## src/rtl/gray_counter_pkg.sv

```systemverilog
// Shared constants and the Gray-code conversion used by the counter and its bench.
package gray_counter_pkg;

  localparam int DEFAULT_N = 4;
  localparam int MAX_N     = 16;

  // Operates at the widest supported width; callers narrow the result to their own N.
  function automatic logic [MAX_N-1:0] gray_of(input logic [MAX_N-1:0] x);
    return x ^ (x >> 1);
  endfunction

endpackage

```

## src/rtl/gray_counter_binary_to_gray.sv

```systemverilog
// Combinational binary-to-Gray converter.
module binary_to_gray
  import gray_counter_pkg::*;
#(
  parameter int N = DEFAULT_N
) (
  input  logic [N-1:0] bin,
  output logic [N-1:0] gray
);

  assign gray = N'(gray_of(MAX_N'(bin)));

endmodule

```

## src/rtl/gray_counter.sv

```systemverilog
// Up/down binary counter with a glitch-free registered Gray-code output and a wrap pulse.
module gray_counter
  import gray_counter_pkg::*;
#(
  parameter int N = DEFAULT_N
) (
  input  logic         clk,
  input  logic         rst_n,
  input  logic         clr,
  input  logic         load,
  input  logic [N-1:0] load_val,
  input  logic         en,
  input  logic         up_dn,
  output logic [N-1:0] bin_cnt,
  output logic [N-1:0] gray_cnt,
  output logic         wrap
);

  localparam logic [N-1:0] ONE = {{(N-1){1'b0}}, 1'b1};

  logic [N-1:0] bin_next;
  logic [N-1:0] gray_next;
  logic         wrap_next;

  always_comb begin
    bin_next  = bin_cnt;
    wrap_next = 1'b0;
    if (clr) begin
      bin_next = '0;
    end else if (load) begin
      bin_next = load_val;
    end else if (en) begin
      if (up_dn) begin
        bin_next  = bin_cnt + ONE;
        wrap_next = &bin_cnt;
      end else begin
        bin_next  = bin_cnt - ONE;
        wrap_next = ~|bin_cnt;
      end
    end
  end

  // Gray is derived from the next binary value so its register output changes cleanly.
  binary_to_gray #(.N(N)) u_b2g (
    .bin  (bin_next),
    .gray (gray_next)
  );

  always_ff @(posedge clk or negedge rst_n) begin
    if (!rst_n) begin
      bin_cnt  <= '0;
      gray_cnt <= '0;
      wrap     <= 1'b0;
    end else begin
      bin_cnt  <= bin_next;
      gray_cnt <= gray_next;
      wrap     <= wrap_next;
    end
  end

endmodule

```

## config.mk

```make
export PLATFORM = sky130hd
export DESIGN_NAME = gray_counter
export DESIGN_NICKNAME = d
export VERILOG_FILES = /design/src/rtl/gray_counter_pkg.sv /design/src/rtl/gray_counter_binary_to_gray.sv /design/src/rtl/gray_counter.sv
export SDC_FILE = /design/constraint.sdc
export NUM_CORES = 1
export LEC_CHECK = 0
export CORE_AREA = 2 2 39 41
export CTS_BUF_LIST = sky130_fd_sc_hd__clkbuf_8
export DETAILED_ROUTE_END_ITERATION = 16
export DIE_AREA = 0 0 41 43
export PLACE_DENSITY = 0.75
export REMOVE_ABC_BUFFERS = 1
export SYNTH_ARGS = -nofsm -noshare
export SYNTH_HDL_FRONTEND = slang
export SYNTH_SLANG_ARGS = --single-unit
```

## constraint.sdc

```tcl
create_clock -name clk -period 4.9 [get_ports clk]
set_clock_uncertainty 0.05 [all_clocks]
set_input_delay 0.98 -clock clk [delete_from_list [all_inputs] [get_ports clk]]
set_output_delay 0.98 -clock clk [all_outputs]
set_load 0.005 [all_outputs]
```

-- Yosys cells after proc, flatten, opt, wreduce, memory -nomap -nowiden
Index checks and enable logic that the tools add are counted.
- output and inout bits: 9
- register bits: 9
- word-level logic and storage cells: 17
- bits of input ports: 10
- reductions and logical operators: 3
- muxes and demuxes: 8
- add/subtract/negate cells: 2
- bitwise operators: 1
- operators by type and width (cell ; count):
    $mux 4 ; 4
    $add 4x1->4 const B ; 1
    $mux 1 ; 4
    $reduce_and 4->1 ; 1
    $reduce_or 4->1 ; 1
    $sub 4x1->4 const B ; 1
    $xor 4x3->4 ; 1
    $logic_not 1->1 ; 1

-- Depth between registers and ports, before layout
- depth after elaboration: 6
- depth in mapped cells: 6
- mapped depth without buffers: 6

-- Modules after synthesis
Synthesis repeated with hierarchy kept, for this count alone.
- cells, all modules: 48
- area total of the unflattened synthesis: 499.2 um^2
- by module, submodules not included (module ; area an instance (um^2) ; sequential area each (um^2) ; cells an instance ; times used):
    gray_counter ; 465.4 ; 225.2 ; 44 ; 1
    binary_to_gray ; 33.8 ; 0.0 ; 4 ; 1

-- Worst setup path after synthesis
Ideal clock, no wire load.
- path kind: input to register
- start: input up_dn
- end: register gray_cnt[2]
- stages: 6
- arrival time: 2.182 ns
- path buffers: 0
- path slack: 2.543 ns
- library setup time: 0.125 ns
- cells stage by stage: inv_1 ha_1 a21o_1 a221o_1 nand3_2 mux2_4
- word-level cells in the longest chain between the ends: 5
- RTL lines (element ; line ; source):
    from (decl) ; gray_counter.sv:13 ; input logic up_dn,
    $mux 4 ; gray_counter.sv:33 ; if (up_dn) begin
    $mux 4 ; gray_counter.sv:32 ; end else if (en) begin
    $mux 4 ; gray_counter.sv:30 ; end else if (load) begin
    $mux 4 ; gray_counter.sv:28 ; if (clr) begin
    $xor 4x3->4 ; gray_counter_pkg.sv:9 ; return x ^ (x >> 1);
    via gray_next[2] ; gray_counter.sv:22 ; logic [N-1:0] gray_next;
    to (signal assigned) ; gray_counter.sv:56 ; gray_cnt <= gray_next;
    to (decl) ; gray_counter.sv:15 ; output logic [N-1:0] gray_cnt,
The timed path passes the listed nets, and every way through them passes these cells.

-- Worst setup path in the final report
Same ends and word-level chain as after synthesis.

==> Flow_metrics.wiki <==
{| class="wikitable"
! Metric !! Value
|-
| Initial core utilization || 38.6%
|-
| Global-route wire length before repair || 1940 um
|-
| Gate Count Post-Synth || 52
|-
| Port bufs || 18
|-
| Power share of the clock group || 35.5%
|-
| Number of antenna violations at the first check in global routing || 0
|-
| Kind of critical path || in -> reg
|-
| Area added between synthesis and finish || 42.9%
|-
| Die boundary height || 43 um
|-
| I/O Pins || 19
|-
| Worst slew margin || 72.4%
|-
| Cell area after placement || 722 um^2
|-
| Drt initial violations || 20
|-
| Endpoints failing hold || 0
|-
| Critical path required time || 4.95 ns
|-
| Final Cell Area || 763 um^2
|-
| Unrepaired setup endpoints after global routing || no
|-
| Number of flops mapped to enable cells by yosys || 0
|-
| Vias/cell || 5.11
|-
| Vias || 445
|-
| Combinational group share of total power || 27.6%
|-
| Number of buffers added to fix hold violations after cts || 0
|-
| Largest net degree at the start of global routing || 13
|-
| Count of pins over their slew limit || 0
|-
| Transition time of the tightest slew-check pin || 0.413 ns
|-
| Part of the cycle the worst path needs || 59.8%
|-
| Count of max-cap constraint violations || 0
|-
| Worst IR Drop VDD || 0.100 mV
|-
| Dominant register cell in the synthesized netlist || dfrtp_1
|-
| Post-layout minimum cycle time || 2.93 ns
|-
| Per-instance average area after synthesis || 10.3 um^2
|-
| Startpoint kind of the worst setup timing path || input port
|-
| Final setup margin || 1.97 ns
|-
| Synth unique cells || 34
|-
| CP max stage cell || clkdlybuf4s50_1
|-
| Crit path buf inv count || 2
|-
| DR WL/cell || 13.8 um
|-
| DR pass1 iterations || 4
|-
| Ratio of total power to cell area || 282 nW/um^2
|-
| Area taken by multi-input logic gates || 299 um^2
|-
| Internal power component || 0.162 mW
|-
| Clock-pin slew of the registers on the worst-case setup and hold paths || 0.04 ns
|-
| Sequential fraction of the synthesis area || 37.5%
|-
| Share of power burned in registers || 36.9%
|-
| Fraction of layout instances using a drive strength above 1 || 9.86%
|-
| Cell chosen for the clock root || clkbuf_8
|-
| Antenna Nets Post-Route || 0
|-
| Worst hold slack across all endpoints || 0.582 ns
|-
| Global router's overall resource usage || 15.6%
|-
| Setup-failing EPs final || 0
|-
| Clock Sink Count || 8
|-
| Number of nets in the layout || 86
|-
| Startpoint of the lowest-slack register-to-register path || bin_cnt[0]
|-
| TritonCTS clock tree || yes
|-
| Critical Path, Cell by Cell || clkdlybuf4s50_1, inv_1, ha_1, a21o_1, a221o_1, nand3_2, mux2_4
|-
| Yosys warnings || 0
|-
| Post-CTS repair timing setup buffer count || 0
|-
| Synthesized flop and latch total || 8
|-
| Leakage dissipation || 0.341 nW
|-
| CP Capture Type || flip-flop
|-
| Register cell area after layout || 200 um^2
|-
| Placer Congestion || 0.758
|-
| Filler Cell Count || 122
|-
| DRC violation count after routing || 0
|-
| Buffer levels on the longest clock path || 2
|-
| Switching part of the total power || 24.8%
|-
| Rows || 14
|-
| Cell family contributing the most delay on the critical path || buffers and inverters
|-
| Net Sw Power || 0.0534 mW
|-
| Core region area || 1380 um^2
|-
| Via count of the first global-routing pass || 464
|-
| Overall power of the completed layout || 0.215 mW
|-
| Area of the die || 1760 um^2
|-
| CTS H-Tree Depth || 1
|-
| Result of the run || completed
|-
| Clock latency reported for the late side of the worst-skew pair || 0.22 ns
|-
| Sum Neg Setup Slack || 0 ns
|-
| Die width || 41 um
|-
| Global route overflow || 0
|-
| Worst setup timing slack at the placement stage || 1.76 ns
|-
| WP data arrival || 2.98 ns
|-
| Hold/Removal Path Class || reg -> reg
|-
| Post-cts gate resize count || 0
|-
| Fmax achieved || 341 MHz
|-
| Crit path launch || up_dn
|-
| Wire length reported by the detailed router || 1200 um
|-
| Maximum single-stage delay on the critical path || 0.64 ns
|-
| ANT cells || 0
|-
| Inserted Clock Buffers || 3
|-
| Ys async rst share || 100%
|-
| Post-synthesis instance area || 534 um^2
|-
| Worst Hold Launch || bin_cnt[1]
|-
| Maximum net fanout on the critical path || 8
|}
[synth_stat cells, types with 2 or more instances]
cell type	n	area (um^2)
nand3_1	2	10.0
mux2i_1	2	20.0
xnor2_1	3	26.3
ha_1	2	25.0
nor2_1	2	7.51
inv_1	6	22.5
dfrtp_1	8	200
[area by class of cell]
type | count | area share [%]
clock buffer | 3 | 5.41
inverter | 6 | 2.95
multi-input combinational | 36 | 39.2
sequential | 8 | 26.2
tap | 16 | 2.62
timing repair buffer | 18 | 23.6
[sequential cells by signal, summed over array words and instances (netlist names)]
signal / count
bin_cnt: 4
gray_cnt: 3
wrap: 1
[cells by family after synthesis]
family	share of synthesized area, %
AO/OA/AOI/OAI	14.3
adder cells (fa/ha/maj)	8.43
flip-flops	37.5
AND/OR/NAND/NOR	20.1
multiplexers	6.56
buffers and inverters	6.56
XOR/XNOR	6.56
[worst reg2reg max path, stage by stage (launching register included)]
cell and delay, ns:
dfrtp_1 0.47, inv_1 0.10, fa_1 0.41, xnor2_1 0.15, a211oi_1 0.29, nor3_1 0.13, mux2_4 0.28
[metal layers]
layer | vias to the layer above | GRT usage (%) | share of wire (%)
li1 | 224 | - | -
met3 | 0 | 3.14 | 5.9
met5 | - | 0 | 0
met4 | 0 | 7.33 | 0
met2 | 14 | 24.4 | 48
met1 | 207 | 19.4 | 46
[cell usage in the layout, fill, tap and decap left out, types with 2 or more instances in the layout]
cell type,n
clkdlybuf4s50_1,18
dfrtp_1,8
inv_1,6
xnor2_1,3
clkbuf_8,3
mux2i_1,2
nor2_1,2
nand3_1,2
ha_1,2
[power by group through the flow]
stage | Sequential [mW] | Combinational [mW] | Clock (mW)
finish | 0.0795 | 0.0594 | 0.0764
global route | 0.0804 | 0.0655 | 0.0829
CTS | 0.0796 | 0.0590 | 0.0775
detailed placement | 0.0804 | 0.0585 | 0
global placement | 0.0801 | 0.0579 | 0
floorplan | 0.0800 | 0.0271 | 0
[stage by stage]
stage / util [%] / instances
after CTS: 55.2 / 87
final: 55.2 / 87
after floorplan: - / 50
after global placement: 52.2 / 84
after global routing: 55.2 / 87
after detailed placement: 52.2 / 84
[path summary, 6_finish.rpt]
path                            slack [ns]  cells past startpoint     endpoint
worst max register to register        2.89                      6  gray_cnt[2]
worst max-delay path                  1.97                      7  gray_cnt[2]
max in group asynchronous             3.56                      1   bin_cnt[2]
min in group asynchronous             0.99                      1         wrap
worst min register to register        0.58                      2         wrap
worst min-delay path                  0.58                      2         wrap
No activity file was read; power rests on OpenSTA's default activity.
